--- src/rtl/image_mem_arbiter_if.sv ---
// Bus between the two image-BRAM readers, the arbiter and the BRAM read port.
// Handshake: a request is accepted at a rising clk_p edge where reqK and gntK are
// both high; addrK must be stable while reqK is high. The returned word appears on
// rvalidK/rdataK exactly two cycles after the accept, with no backpressure.
interface image_mem_arbiter_if #(
  parameter int ADDR_WIDTH = 19,
  parameter int DATA_WIDTH = 12
);
  logic                  req0;
  logic                  req1;
  logic [ADDR_WIDTH-1:0] addr0;
  logic [ADDR_WIDTH-1:0] addr1;
  logic                  gnt0;
  logic                  gnt1;
  logic                  rvalid0;
  logic                  rvalid1;
  logic [DATA_WIDTH-1:0] rdata0;
  logic [DATA_WIDTH-1:0] rdata1;
  logic                  mem_en;
  logic [ADDR_WIDTH-1:0] mem_addr;
  logic [DATA_WIDTH-1:0] mem_rdata;
  logic                  busy;

  modport slave (
    input  req0, req1, addr0, addr1, mem_rdata,
    output gnt0, gnt1, rvalid0, rvalid1, rdata0, rdata1, mem_en, mem_addr, busy
  );

  modport master (
    output req0, req1, addr0, addr1, mem_rdata,
    input  gnt0, gnt1, rvalid0, rvalid1, rdata0, rdata1, mem_en, mem_addr, busy
  );
endinterface

--- src/rtl/image_mem_arbiter.sv ---
// Two-requester read arbiter for the image BRAM: burst-limited round-robin,
// one read per cycle, fixed two-cycle return latency routed by a tag pipeline.
module image_mem_arbiter #(
  parameter int ADDR_WIDTH = 19,
  parameter int DATA_WIDTH = 12,
  parameter int MAX_BURST  = 8   // legal range 1..15
) (
  input  logic                  clk_p,
  input  logic                  rst,
  image_mem_arbiter_if.slave    bus,
  output logic [1:0]            state_o,
  output logic [3:0]            burst_cnt_o,
  output logic                  last_served_o
);

  typedef enum logic [1:0] {
    IDLE = 2'd0,
    OWN0 = 2'd1,
    OWN1 = 2'd2
  } state_e;

  localparam logic [3:0] BURST_MAX = 4'(MAX_BURST);

  state_e                state_q, state_d;
  logic [3:0]            burst_q, burst_d;
  logic                  last_q, last_d;
  logic                  gnt0, gnt1;
  logic [3:0]            burst_inc;

  logic                  mem_en_q;
  logic [ADDR_WIDTH-1:0] mem_addr_q;
  logic                  id1_q;
  logic                  v2_q;
  logic                  id2_q;
  logic                  rvalid0_q, rvalid1_q;
  logic [DATA_WIDTH-1:0] rdata0_q, rdata1_q;

  // Saturating increment keeps a sole requester from wrapping the counter.
  assign burst_inc = (burst_q == BURST_MAX) ? burst_q : burst_q + 4'd1;

  always_ff @(posedge clk_p or posedge rst) begin
    if (rst) begin
      state_q <= IDLE;
      burst_q <= 4'd0;
      last_q  <= 1'b1;
    end else begin
      state_q <= state_d;
      burst_q <= burst_d;
      last_q  <= last_d;
    end
  end

  always_comb begin
    state_d = state_q;
    burst_d = burst_q;
    last_d  = last_q;
    gnt0    = 1'b0;
    gnt1    = 1'b0;
    if (!rst) begin
      case (state_q)
        IDLE: begin
          if (bus.req0 && bus.req1) begin
            gnt0 = last_q;
            gnt1 = !last_q;
          end else begin
            gnt0 = bus.req0;
            gnt1 = bus.req1;
          end
        end
        OWN0: begin
          if (bus.req0 && (!bus.req1 || (burst_q < BURST_MAX))) gnt0 = 1'b1;
          else if (bus.req1)                                     gnt1 = 1'b1;
        end
        OWN1: begin
          if (bus.req1 && (!bus.req0 || (burst_q < BURST_MAX))) gnt1 = 1'b1;
          else if (bus.req0)                                     gnt0 = 1'b1;
        end
        default: ;
      endcase

      if (gnt0) begin
        state_d = OWN0;
        last_d  = 1'b0;
        burst_d = (state_q == OWN0) ? burst_inc : 4'd1;
      end else if (gnt1) begin
        state_d = OWN1;
        last_d  = 1'b1;
        burst_d = (state_q == OWN1) ? burst_inc : 4'd1;
      end else begin
        state_d = IDLE;
        burst_d = 4'd0;
      end
    end
  end

  // Stage 1 of the tag pipeline is (mem_en_q, id1_q); stage 2 is (v2_q, id2_q),
  // aligned with mem_rdata from the BRAM.
  always_ff @(posedge clk_p or posedge rst) begin
    if (rst) begin
      mem_en_q   <= 1'b0;
      mem_addr_q <= '0;
      id1_q      <= 1'b0;
      v2_q       <= 1'b0;
      id2_q      <= 1'b0;
      rvalid0_q  <= 1'b0;
      rvalid1_q  <= 1'b0;
      rdata0_q   <= '0;
      rdata1_q   <= '0;
    end else begin
      mem_en_q <= gnt0 | gnt1;
      if (gnt0 | gnt1) begin
        mem_addr_q <= gnt0 ? bus.addr0 : bus.addr1;
        id1_q      <= gnt1;
      end
      v2_q      <= mem_en_q;
      id2_q     <= id1_q;
      rvalid0_q <= v2_q && !id2_q;
      rvalid1_q <= v2_q && id2_q;
      if (v2_q && !id2_q) rdata0_q <= bus.mem_rdata;
      if (v2_q && id2_q)  rdata1_q <= bus.mem_rdata;
    end
  end

  assign bus.gnt0     = gnt0;
  assign bus.gnt1     = gnt1;
  assign bus.mem_en   = mem_en_q;
  assign bus.mem_addr = mem_addr_q;
  assign bus.rvalid0  = rvalid0_q;
  assign bus.rvalid1  = rvalid1_q;
  assign bus.rdata0   = rdata0_q;
  assign bus.rdata1   = rdata1_q;
  assign bus.busy     = bus.req0 | bus.req1 | mem_en_q | v2_q;

  assign state_o       = state_q;
  assign burst_cnt_o   = burst_q;
  assign last_served_o = last_q;

endmodule
--- src/flat_wrapper.sv ---
// flat-port wrapper written by rule: the top's interface ports become plain ports
module image_mem_arbiter_flat 
#(
  parameter int ADDR_WIDTH = 19,
  parameter int DATA_WIDTH = 12,
  parameter int MAX_BURST  = 8                       
)
  (clk_p, rst, state_o, burst_cnt_o, last_served_o, bus_req0, bus_req1, bus_addr0, bus_addr1, bus_mem_rdata, bus_gnt0, bus_gnt1, bus_rvalid0, bus_rvalid1, bus_rdata0, bus_rdata1, bus_mem_en, bus_mem_addr, bus_busy);
  image_mem_arbiter_if #(.ADDR_WIDTH(ADDR_WIDTH), .DATA_WIDTH(DATA_WIDTH)) bus_i ();
  input  logic clk_p;
  input  logic rst;
  output logic [1:0] state_o;
  output logic [3:0] burst_cnt_o;
  output logic last_served_o;
  input wire logic [$bits(bus_i.req0)-1:0] bus_req0;
  input wire logic [$bits(bus_i.req1)-1:0] bus_req1;
  input wire logic [$bits(bus_i.addr0)-1:0] bus_addr0;
  input wire logic [$bits(bus_i.addr1)-1:0] bus_addr1;
  input wire logic [$bits(bus_i.mem_rdata)-1:0] bus_mem_rdata;
  output wire logic [$bits(bus_i.gnt0)-1:0] bus_gnt0;
  output wire logic [$bits(bus_i.gnt1)-1:0] bus_gnt1;
  output wire logic [$bits(bus_i.rvalid0)-1:0] bus_rvalid0;
  output wire logic [$bits(bus_i.rvalid1)-1:0] bus_rvalid1;
  output wire logic [$bits(bus_i.rdata0)-1:0] bus_rdata0;
  output wire logic [$bits(bus_i.rdata1)-1:0] bus_rdata1;
  output wire logic [$bits(bus_i.mem_en)-1:0] bus_mem_en;
  output wire logic [$bits(bus_i.mem_addr)-1:0] bus_mem_addr;
  output wire logic [$bits(bus_i.busy)-1:0] bus_busy;
  assign bus_i.req0 = bus_req0;
  assign bus_i.req1 = bus_req1;
  assign bus_i.addr0 = bus_addr0;
  assign bus_i.addr1 = bus_addr1;
  assign bus_i.mem_rdata = bus_mem_rdata;
  assign bus_gnt0 = bus_i.gnt0;
  assign bus_gnt1 = bus_i.gnt1;
  assign bus_rvalid0 = bus_i.rvalid0;
  assign bus_rvalid1 = bus_i.rvalid1;
  assign bus_rdata0 = bus_i.rdata0;
  assign bus_rdata1 = bus_i.rdata1;
  assign bus_mem_en = bus_i.mem_en;
  assign bus_mem_addr = bus_i.mem_addr;
  assign bus_busy = bus_i.busy;
  image_mem_arbiter #(.ADDR_WIDTH(ADDR_WIDTH), .DATA_WIDTH(DATA_WIDTH), .MAX_BURST(MAX_BURST)) u_core (.clk_p(clk_p), .rst(rst), .bus(bus_i), .state_o(state_o), .burst_cnt_o(burst_cnt_o), .last_served_o(last_served_o));
endmodule
--- config.mk ---
export PLATFORM = sky130hd
export DESIGN_NAME = image_mem_arbiter_flat
export DESIGN_NICKNAME = d
export VERILOG_FILES = /design/src/rtl/image_mem_arbiter_if.sv /design/src/rtl/image_mem_arbiter.sv /design/src/flat_wrapper.sv
export SDC_FILE = /design/constraint.sdc
export NUM_CORES = 1
export LEC_CHECK = 0
export BUFFER_PORTS_ARGS = -buffer_cell sky130_fd_sc_hd__clkbuf_2
export CAP_MARGIN = 20
export CORE_ASPECT_RATIO = 1.1
export CORE_MARGIN = 2
export CORE_UTILIZATION = 35
export CTS_CLUSTER_DIAMETER = 80
export DETAILED_ROUTE_END_ITERATION = 8
export HOLD_SLACK_MARGIN = 0.12
export PLACE_DENSITY_LB_ADDON = 0.05
export SETUP_SLACK_MARGIN = 0.02
export SYNTH_ARGS = -nofsm -noshare
export SYNTH_HDL_FRONTEND = slang
export SYNTH_SLANG_ARGS = --single-unit
--- constraint.sdc ---
create_clock -name clk_p -period 7.2 [get_ports clk_p]
set_clock_uncertainty 0.1 [all_clocks]
set_input_delay 0.72 -clock clk_p [delete_from_list [all_inputs] [get_ports clk_p]]
set_output_delay 0.72 -clock clk_p [all_outputs]
set_load 0.005 [all_outputs]
After elaboration in Yosys (flattened, before gate mapping)
Cells that the tools add are included.
{ "classes": {"addsub": 1, "mul": 0, "div_mod_pow": 0, "magnitude_cmp": 1, "n_eq_ne": 3, "n_shift": 0, "muxes": 24, "bitwise": 5, "reduce_logical": 14} }
{ "op_table": {"columns": ["cell", "n"], "rows": [
  ["4-bit two-way mux", 5],
  ["19-bit two-way mux", 1],
  ["1-bit two-way mux", 14],
  ["1-bit one-hot mux with 3 select lines", 2],
  ["1-bit logical AND", 5],
  ["4-bit by 1-bit adder with 4-bit output, second input constant", 1],
  ["4-bit equality test, second input constant", 1],
  ["1-bit logical NOT", 4],
  ["4-bit < comparator, second input constant", 1],
  ["2-bit two-way mux", 2],
  ["1-bit bitwise OR", 4],
  ["2-bit by 1-bit equality test with 1-bit output, second input constant", 1],
  ["2-bit equality test, second input constant", 1],
  ["2-bit logical NOT", 1],
  ["1-bit logical OR", 2],
  ["2-bit AND reduction", 1],
  ["2-bit nonzero test", 1],
  ["1-bit NOT", 1]
]} }
{ "word_totals": {"regBits": 56, "latch_bits": 0, "ram_bits": 0, "romBits": 0, "inputBits": 54, "output_inout_bits": 56, "elab_cells": 60, "memories": 0} }

Longest topological paths before layout
Gate-level depths: netlist of run 1.
{ "logic_depth": {"word_depth": 8, "mapped_depth": 7, "depth_no_buf": 7} }

Least setup slack after synthesis of run 1
Ideal clock, no wire load.
{ "synth_path": {"path_type": "input to register", "start": "in rst", "end": "reg u_core.mem_addr_q[0] (netlist: u_core.bus.mem_addr[0])", "t_arrival_ns": 2.785, "t_required_ns": 6.876, "slack_ns": 4.091, "stages": 3, "path_buffers": 1, "path_cell_list": "inv_1 > clkbuf_1 > a2bb2oi_2"} }
{ "synth_via": {"elab_chain_cells": 2, "elab_cells_between_ends": 4, "cone_classes": "mux (3); bitwise (1)"} }
{ "synth_rtl": {"columns": ["item", "line_no", "source"], "rows": [
  ["from (decl)", "flat_wrapper.sv:11", "input logic rst;"],
  ["1-bit two-way mux", "image_mem_arbiter.sv:59", "if (!rst) begin"],
  ["19-bit two-way mux or 1-bit bitwise OR (tied branches)", "image_mem_arbiter.sv:112, image_mem_arbiter.sv:111", null],
  ["to (signal assigned)", "image_mem_arbiter.sv:112", "mem_addr_q <= gnt0 ? bus.addr0 : bus.addr1;"],
  ["to (decl)", "image_mem_arbiter.sv:31", "logic [ADDR_WIDTH-1:0] mem_addr_q;"]
]} }
Parallel ways exist; a longest one is shown, timed or not.
A chain may end at the register's enable or synchronous reset.

Final worst setup path of run 1
{ "layout_path": {"start": "in rst", "end": "out bus_gnt0"} }
{ "layout_via": {"elab_chain_cells": 1} }
{ "layout_rtl": {"columns": ["item", "line_no", "source"], "rows": [
  ["1-bit two-way mux", "image_mem_arbiter.sv:59", null],
  ["to (decl)", "flat_wrapper.sv:20", "output wire logic [$bits(bus_i.gnt0)-1:0] bus_gnt0;"]
]} }
No other way between the ends.

==> results by group, run 1 <==
Floorplan
  – Row cnt: 32
  – # IOs: 110
  – Chip width: 83.9 µm
  – Die H: 91.9 µm
  – Initial Util: 35.5%
  – CORE AREA: 6930 µm²
  – Die ar.: 7710 µm²

Run
  – Max cap viols: 0

Synthesis
  – Mapped cell area: 2460 µm²
  – Mean Syn Cell Area: 13.2 µm²
  – Post-Synthesis Cells: 186
  – Ys Warns: 0
  – Yosys top cell area share: 56.0%
  – Largest area contributor in the netlist: dfrtp_1
  – Yosys cell types: 38
  – Syn Nets: 242
  – Post-synthesis sequential area ratio: 57.0%
  – Most common flop cell mapped by yosys: dfrtp_1
  – Post-synth ARST share: 100%
  – EDFF count, synth: 0
  – Synth area leaders: dfrtp_1 (56%), mux2_2 (11%), a2bb2oi_2 (8.5%)
  – FF+latch count, synth: 56

Global routing
  – Vias in the first global route: 1776
  – Initial antenna violation count: 0
  – GR Overflow Total: 0
  – GRT Overall Usage: 14.2%
  – First-pass GRT wire length: 8.79 mm
  – Largest net degree at the start of global routing: 77

Detailed routing
  – Vias: 1898
  – DR pass1 iterations: 4
  – DRT Wirelength: 5.58 mm
  – Via density per instance: 5.03
  – DRC: 0
  – Post-route ant nets: 0
  – Drt initial violations: 57
  – Routed len/inst: 14.8 µm

Run status
  – Outcome: finished clean

Worst setup path
  – CP startpoint kind: input pin
  – Cell Chain, Critical Path: clkbuf_2 > clkinv_2 > buf_4 > nand2_1 > inv_1 > clkbuf_2
  – Max incr delay on CP: 720 ps
  – Crit end category: output port
  – Top Family by Delay on Critical Path: buffers and inverters
  – Crit path buf inv count: 5
  – Slowest CP cell: buf_4
  – CP Launch Point: rst
  – Critical path class: in -> out
  – Worst-path maximum fanout: 76
  – CP required: 6380 ps
  – Worst path most repeated cell: clkbuf_2
  – RR Startpoint: u_core.burst_cnt_o[3]$_DFFE_PP0N_
  – Critical Path AT: 2250 ps

Layout
  – Fin util: 46.0%
  – # diodes: 0
  – Share of cells above drive strength 1: 55.5%
  – Post-route non-filler standard cell count: 377
  – Post-route cell area: 3190 µm²
  – Nets: 348
  – Synthesis-to-layout area growth: 29.6%

STA
  – Max Freq: 0.325 GHz
  – Setup violations, final: 0
  – RSZ-0062 raised after global routing: no
  – Setup ws final: 4130 ps
  – Minimum clock period: 3070 ps
  – Rel. slew slack: 37.7%
  – Setup TNS: 0 ps
  – Final hold vios: 0
  – Hold slack final: 308 ps
  – Slew @ Worst Pin: 935 ps
  – Final Max Slew Viols: 0
  – Final Cycle Share: 42.7%

Placement
  – Cells after DPL: 370
  – Placer Congestion: 0.729
  – Dpl ws: 4060 ps
  – Area of placed instances: 3060 µm²
  – Final HPWL DP: 4.07 mm
  – Port Buffers: 109

Pwr
  – Power Total: 1.06 mW
  – P_int: 0.758 mW
  – Sw Pwr: 0.305 mW
  – Part of the power in registers: 46.2%
  – Clock network fraction of design power: 22.1%
  – Pwr Density: 334 nW/µm²
  – Peak VDD IR: 123 µV
  – Sw Ratio: 28.7%
  – Comb pwr share: 31.7%
  – Leak: 1.56 nW

Worst hold path
  – Hold Path Class: reg -> reg
  – Hold_sp: u_core.id1_q$_DFFE_PP0P_

Clock network
  – Clk sinks: 56
  – Post-CTS Setup Inserts: 0
  – H-tree Lvls: 2
  – Clk_lat worst skew: 300 ps
  – Hold-fix buffers, CTS: 0
  – TritonCTS clock tree: built
  – Clk root buf: clkbuf_8
  – Max clock buf depth: 2
  – Clock transition at path regs: 100 ps
  – CTS Buf Count: 5
  – Post-cts repair resize count: 0
-- layer usage --
| layer | share of wire (%) | track usage (%) |
|---|---|---|
| met1 | 43 | 18.4 |
| met2 | 48 | 23.1 |
| met3 | 6.1 | 3.96 |
| met4 | 2.0 | 4.57 |
| met5 | 0 | 0 |
-- state kept, by name, indices dropped and copies added (netlist names) --
signal                flops
u_core.bus.rvalid0        1
u_core.bus.mem_addr      19
u_core.last_served_o      1
u_core.burst_cnt_o        4
u_core.bus.rdata0        12
u_core.bus.mem_en         1
u_core.state_o            2
u_core.bus.rdata1        12
u_core.v2_q               1
u_core.bus.rvalid1        1
u_core.id2_q              1
u_core.id1_q              1
-- worst register-to-register path, stage by stage, from the launching register on --
cell and delay [ps]:
dfrtp_1 560, nor2b_1 90, o21ai_1 150, nand4_1 600, a21oi_4 860, o22ai_1 160
-- area by class of cell --
class,instances,area [µm²]
Tap cell,85,106
Multi-Input combinational cell,107,946
Inverter,11,42.5
Clock buffer,5,68.8
Clock inverter,2,60.1
Fill cell,667,3740
Sequential cell,56,1400
Timing Repair Buffer,111,561
-- power groups by stage --
stage	Combinational [mW]	Sequential, mW	Clock (mW)
6_report	0.337	0.491	0.235
5_1_grt	0.369	0.507	0.257
4_1_cts	0.346	0.492	0.244
3_5_place_dp	0.346	0.498	0
3_3_place_gp	0.341	0.497	0
2_1_floorplan	0.181	0.501	0
-- synthesized netlist by cell type, types with 2 or more instances --
cell type   n
buf_6       2
a2bb2oi_2  14
o22ai_1    20
nor2b_1     2
clkbuf_1    4
mux2_2     24
o21ai_1     2
a22oi_1     5
nand2_1     8
dfrtp_1    55
buf_2       4
nand3_1     2
nand3b_1    2
inv_1      11
nor2_1      3
a21o_1      5
ha_1        2
-- cells in the final DEF, fill, tap and decap left out, types with 2 or more instances in the layout --
master,instances
inv_1,10
ha_1,2
a2bb2oi_2,14
nor2_1,3
dfrtp_1,55
nand2_1,8
nand3b_1,2
o22ai_1,20
o21ai_1,2
nor2b_1,2
a21o_1,5
bufinv_16,2
clkbuf_2,109
nand3_1,2
mux2_2,24
buf_4,2
clkbuf_8,5
a22oi_1,5
-- final timing paths --
kind / cells after the start / slack [ps] / to
hold / removal: 0 / 310 / u_core.id2_q$_DFF_PP0_
setup reg to reg: 5 / 4540 / u_core.bus.mem_addr[9]$_DFFE_PP0P_
hold reg to reg: 0 / 310 / u_core.id2_q$_DFF_PP0_
setup / recovery: 6 / 4130 / bus_gnt0
max in group asynchronous: 3 / 5650 / u_core.bus.rdata1[11]$_DFFE_PP0P_
min in group asynchronous: 3 / 770 / u_core.bus.mem_addr[8]$_DFFE_PP0P_
-- cells by family (layout without fill, tap and decap cells) --
kind of cell / after synthesis / count (layout) / share of synthesized area, %
xor gates and xnor gates: 1 / 1 / 0.356
adders and majority gates: 2 / 2 / 1.02
DFF: 56 / 56 / 57.0
and+or+nand+nor: 24 / 24 / 5.24
muxes: 24 / 24 / 11.0
AOI/OAI and AO/OA: 56 / 56 / 20.9
buffers and inverters: 23 / 129 / 4.48
Note: power is estimated with default switching activity, not from simulation.
==> run 2: changes to the inputs <==
clock period = 2.6 ns   (was 7.2 ns; I/O delays follow)
==> results by group, run 2 (synthesis results as in run 1) <==
Run status
  – Outcome: finished clean (unchanged)

Detailed routing
  – Drt initial violations: 20 (was 57)
  – Routed len/inst: 14.5 µm (was 14.8 µm)
  – Vias: 1926 (was 1898)
  – DRC: 0 (unchanged)
  – Via density per instance: 4.88 (was 5.03)
  – DR pass1 iterations: 4 (unchanged)
  – DRT Wirelength: 5.73 mm (was 5.58 mm)
  – Post-route ant nets: 0 (unchanged)

STA
  – Setup TNS: 0 ps (unchanged)
  – Final hold vios: 0 (unchanged)
  – Final Cycle Share: 91.3%
  – RSZ-0062 raised after global routing: no (unchanged)
  – Minimum clock period: 2370 ps
  – Rel. slew slack: 63.1% (was 37.7%)
  – Max Freq: 0.421 GHz
  – Setup violations, final: 0 (unchanged)
  – Slew @ Worst Pin: 552 ps (was 935 ps)
  – Final Max Slew Viols: 0 (unchanged)

Pwr
  – Pwr Density: 849 nW/µm² (was 334 nW/µm²)
  – Sw Pwr: 0.856 mW (was 0.305 mW)
  – Leak: 1.62 nW (was 1.56 nW)
  – P_int: 1.96 mW (was 0.758 mW)
  – Peak VDD IR: 357 µV (was 123 µV)
  – Clock network fraction of design power: 18.0% (was 22.1%)
  – Sw Ratio: 30.4% (was 28.7%)
  – Power Total: 2.81 mW (was 1.06 mW)
  – Comb pwr share: 33.9% (was 31.7%)
  – Part of the power in registers: 48.1% (was 46.2%)

Worst setup path
  – Top Family by Delay on Critical Path: flip-flops (was buffers and inverters)
  – Worst-path maximum fanout: 16 (was 76)
  – Critical Path AT: 2010 ps (was 2250 ps)
  – Slowest CP cell: dfrtp_1 (was buf_4)
  – Max incr delay on CP: 520 ps (was 720 ps)
  – Cell Chain, Critical Path: and3b_1 > a311o_2 > nor2_1 > clkbuf_2 (was clkbuf_2 > clkinv_2 > buf_4 > nand2_1 > inv_1 > clkbuf_2)
  – Crit path buf inv count: 1 (was 5)
  – CP required: 2240 ps (was 6380 ps)
  – CP startpoint kind: register (was input pin)
  – Critical path class: reg -> out (was in -> out)
  – Crit end category: output port (unchanged)

Floorplan
  – Die H: 91.9 µm (unchanged)
  – # IOs: 110 (unchanged)
  – Row cnt: 32 (unchanged)
  – Chip width: 83.9 µm (unchanged)
  – Initial Util: 35.5% (unchanged)
  – CORE AREA: 6930 µm² (unchanged)
  – Die ar.: 7710 µm² (unchanged)

Global routing
  – Vias in the first global route: 1783 (was 1776)
  – GRT Overall Usage: 14.8% (was 14.2%)
  – First-pass GRT wire length: 9.08 mm (was 8.79 mm)
  – GR Overflow Total: 0 (unchanged)
  – Largest net degree at the start of global routing: 23 (was 77)
  – Initial antenna violation count: 0 (unchanged)

Layout
  – Most frequent cells in the layout: clkbuf_2 (109), dfrtp_1 (55), mux2_2 (24) (unchanged)
  – Share of cells above drive strength 1: 53.9% (was 55.5%)
  – Multi-input logic area: 946 µm² (unchanged)
  – Commonest non-fill, non-tap cell in the layout: clkbuf_2 (unchanged)
  – # diodes: 0 (unchanged)
  – Nets: 365 (was 348)
  – Max reg flops: 19 (unchanged)
  – Synthesis-to-layout area growth: 34.8% (was 29.6%)
  – Fillers: 668 (was 667)
  – Sequential cell area: 1400 µm² (unchanged)

Clock network
  – Clk root buf: clkbuf_8 (unchanged)
  – Hold-fix buffers, CTS: 13 (was 0)
  – Max clock buf depth: 2 (unchanged)
  – Clk sinks: 56 (unchanged)
  – Post-CTS Setup Inserts: 0 (unchanged)
  – CTS Buf Count: 5 (unchanged)
  – Clock transition at path regs: 100 ps (about the same)
  – Post-cts repair resize count: 0 (unchanged)
  – Clk_lat worst skew: 310 ps (was 300 ps)
  – H-tree Lvls: 2 (unchanged)
  – TritonCTS clock tree: built (unchanged)

Run
  – Max cap viols: 0 (unchanged)

Placement
  – Port Buffers: 109 (unchanged)
  – Placer Congestion: 0.813 (was 0.729)
  – Final HPWL DP: 4.13 mm (was 4.07 mm)

Worst hold path
  – Hold Path Class: in -> reg (was reg -> reg)
[run 2: changes by cell type in the layout (fill, tap and decap cells not counted), sizes merged]
cell / delta
inv: +1
dlygate4sd3: +13
bufinv: -2
buf: +4
clkinv: +1
clkbuf: +1
[run 2: tightest hold or removal path: stages]
cell and delay, ps:
clkbuf_2 80, a22oi_1 50, o22ai_1 110
[run 2: final timing paths]
check	from	to	slack [ps]	depth (start not counted)
max	u_core.burst_cnt_o[3]$_DFFE_PP0N_	bus_gnt1	230	4
min reg2reg	u_core.id1_q$_DFFE_PP0P_	u_core.id2_q$_DFF_PP0_	290	0
min	bus_addr0[8]	u_core.bus.mem_addr[8]$_DFFE_PP0P_	140	3
max reg2reg	u_core.burst_cnt_o[3]$_DFFE_PP0N_	u_core.bus.mem_addr[6]$_DFFE_PP0P_	510	5
min in group asynchronous	rst	u_core.state_o[0]$_DFFE_PP0N_	560	3
max in group asynchronous	rst	u_core.bus.mem_addr[10]$_DFFE_PP0P_	950	5
[run 2: per-layer routing]
layer	wire [µm]	global-route usage, %	vias up
met5	0	0	-
met4	93	4.30	0
met1	2490	19.3	910
met3	355	4.14	9
met2	2790	24.0	72
li1	-	-	935
[run 2: stage by stage]
step	hold WS [ps]	cells	setup WS, ps	utilization (%)	cell area [µm²]
3_5_place_dp	275	374	503	44.6	3090
5_1_grt	126	395	45.4	47.9	3310
3_3_place_gp	274	374	548	44.6	3090
2_1_floorplan	254	186	769	-	2460
4_1_cts	135	395	178	47.9	3310
6_report	143	395	226	47.9	3310
[run 2: power by group through the flow]
| stage | clock (mW) | sequential, mW | combinational (mW) |
|---|---|---|---|
| floorplan | 0 | 1.39 | 0.502 |
| global placement | 0 | 1.37 | 0.948 |
| detailed placement | 0 | 1.38 | 0.959 |
| CTS | 0.532 | 1.36 | 0.976 |
| global route | 0.573 | 1.39 | 1.05 |
| finish | 0.506 | 1.35 | 0.953 |
[run 2: final cells by class]
type | count | area share, %
Sequential cell | 56 | 42.3
Clock inverter | 2 | 0.415
Tap cell | 85 | 3.21
Inverter | 11 | 1.28
Clock buffer | 6 | 2.49
Multi-Input combinational cell | 107 | 28.5
Timing Repair Buffer | 128 | 21.7
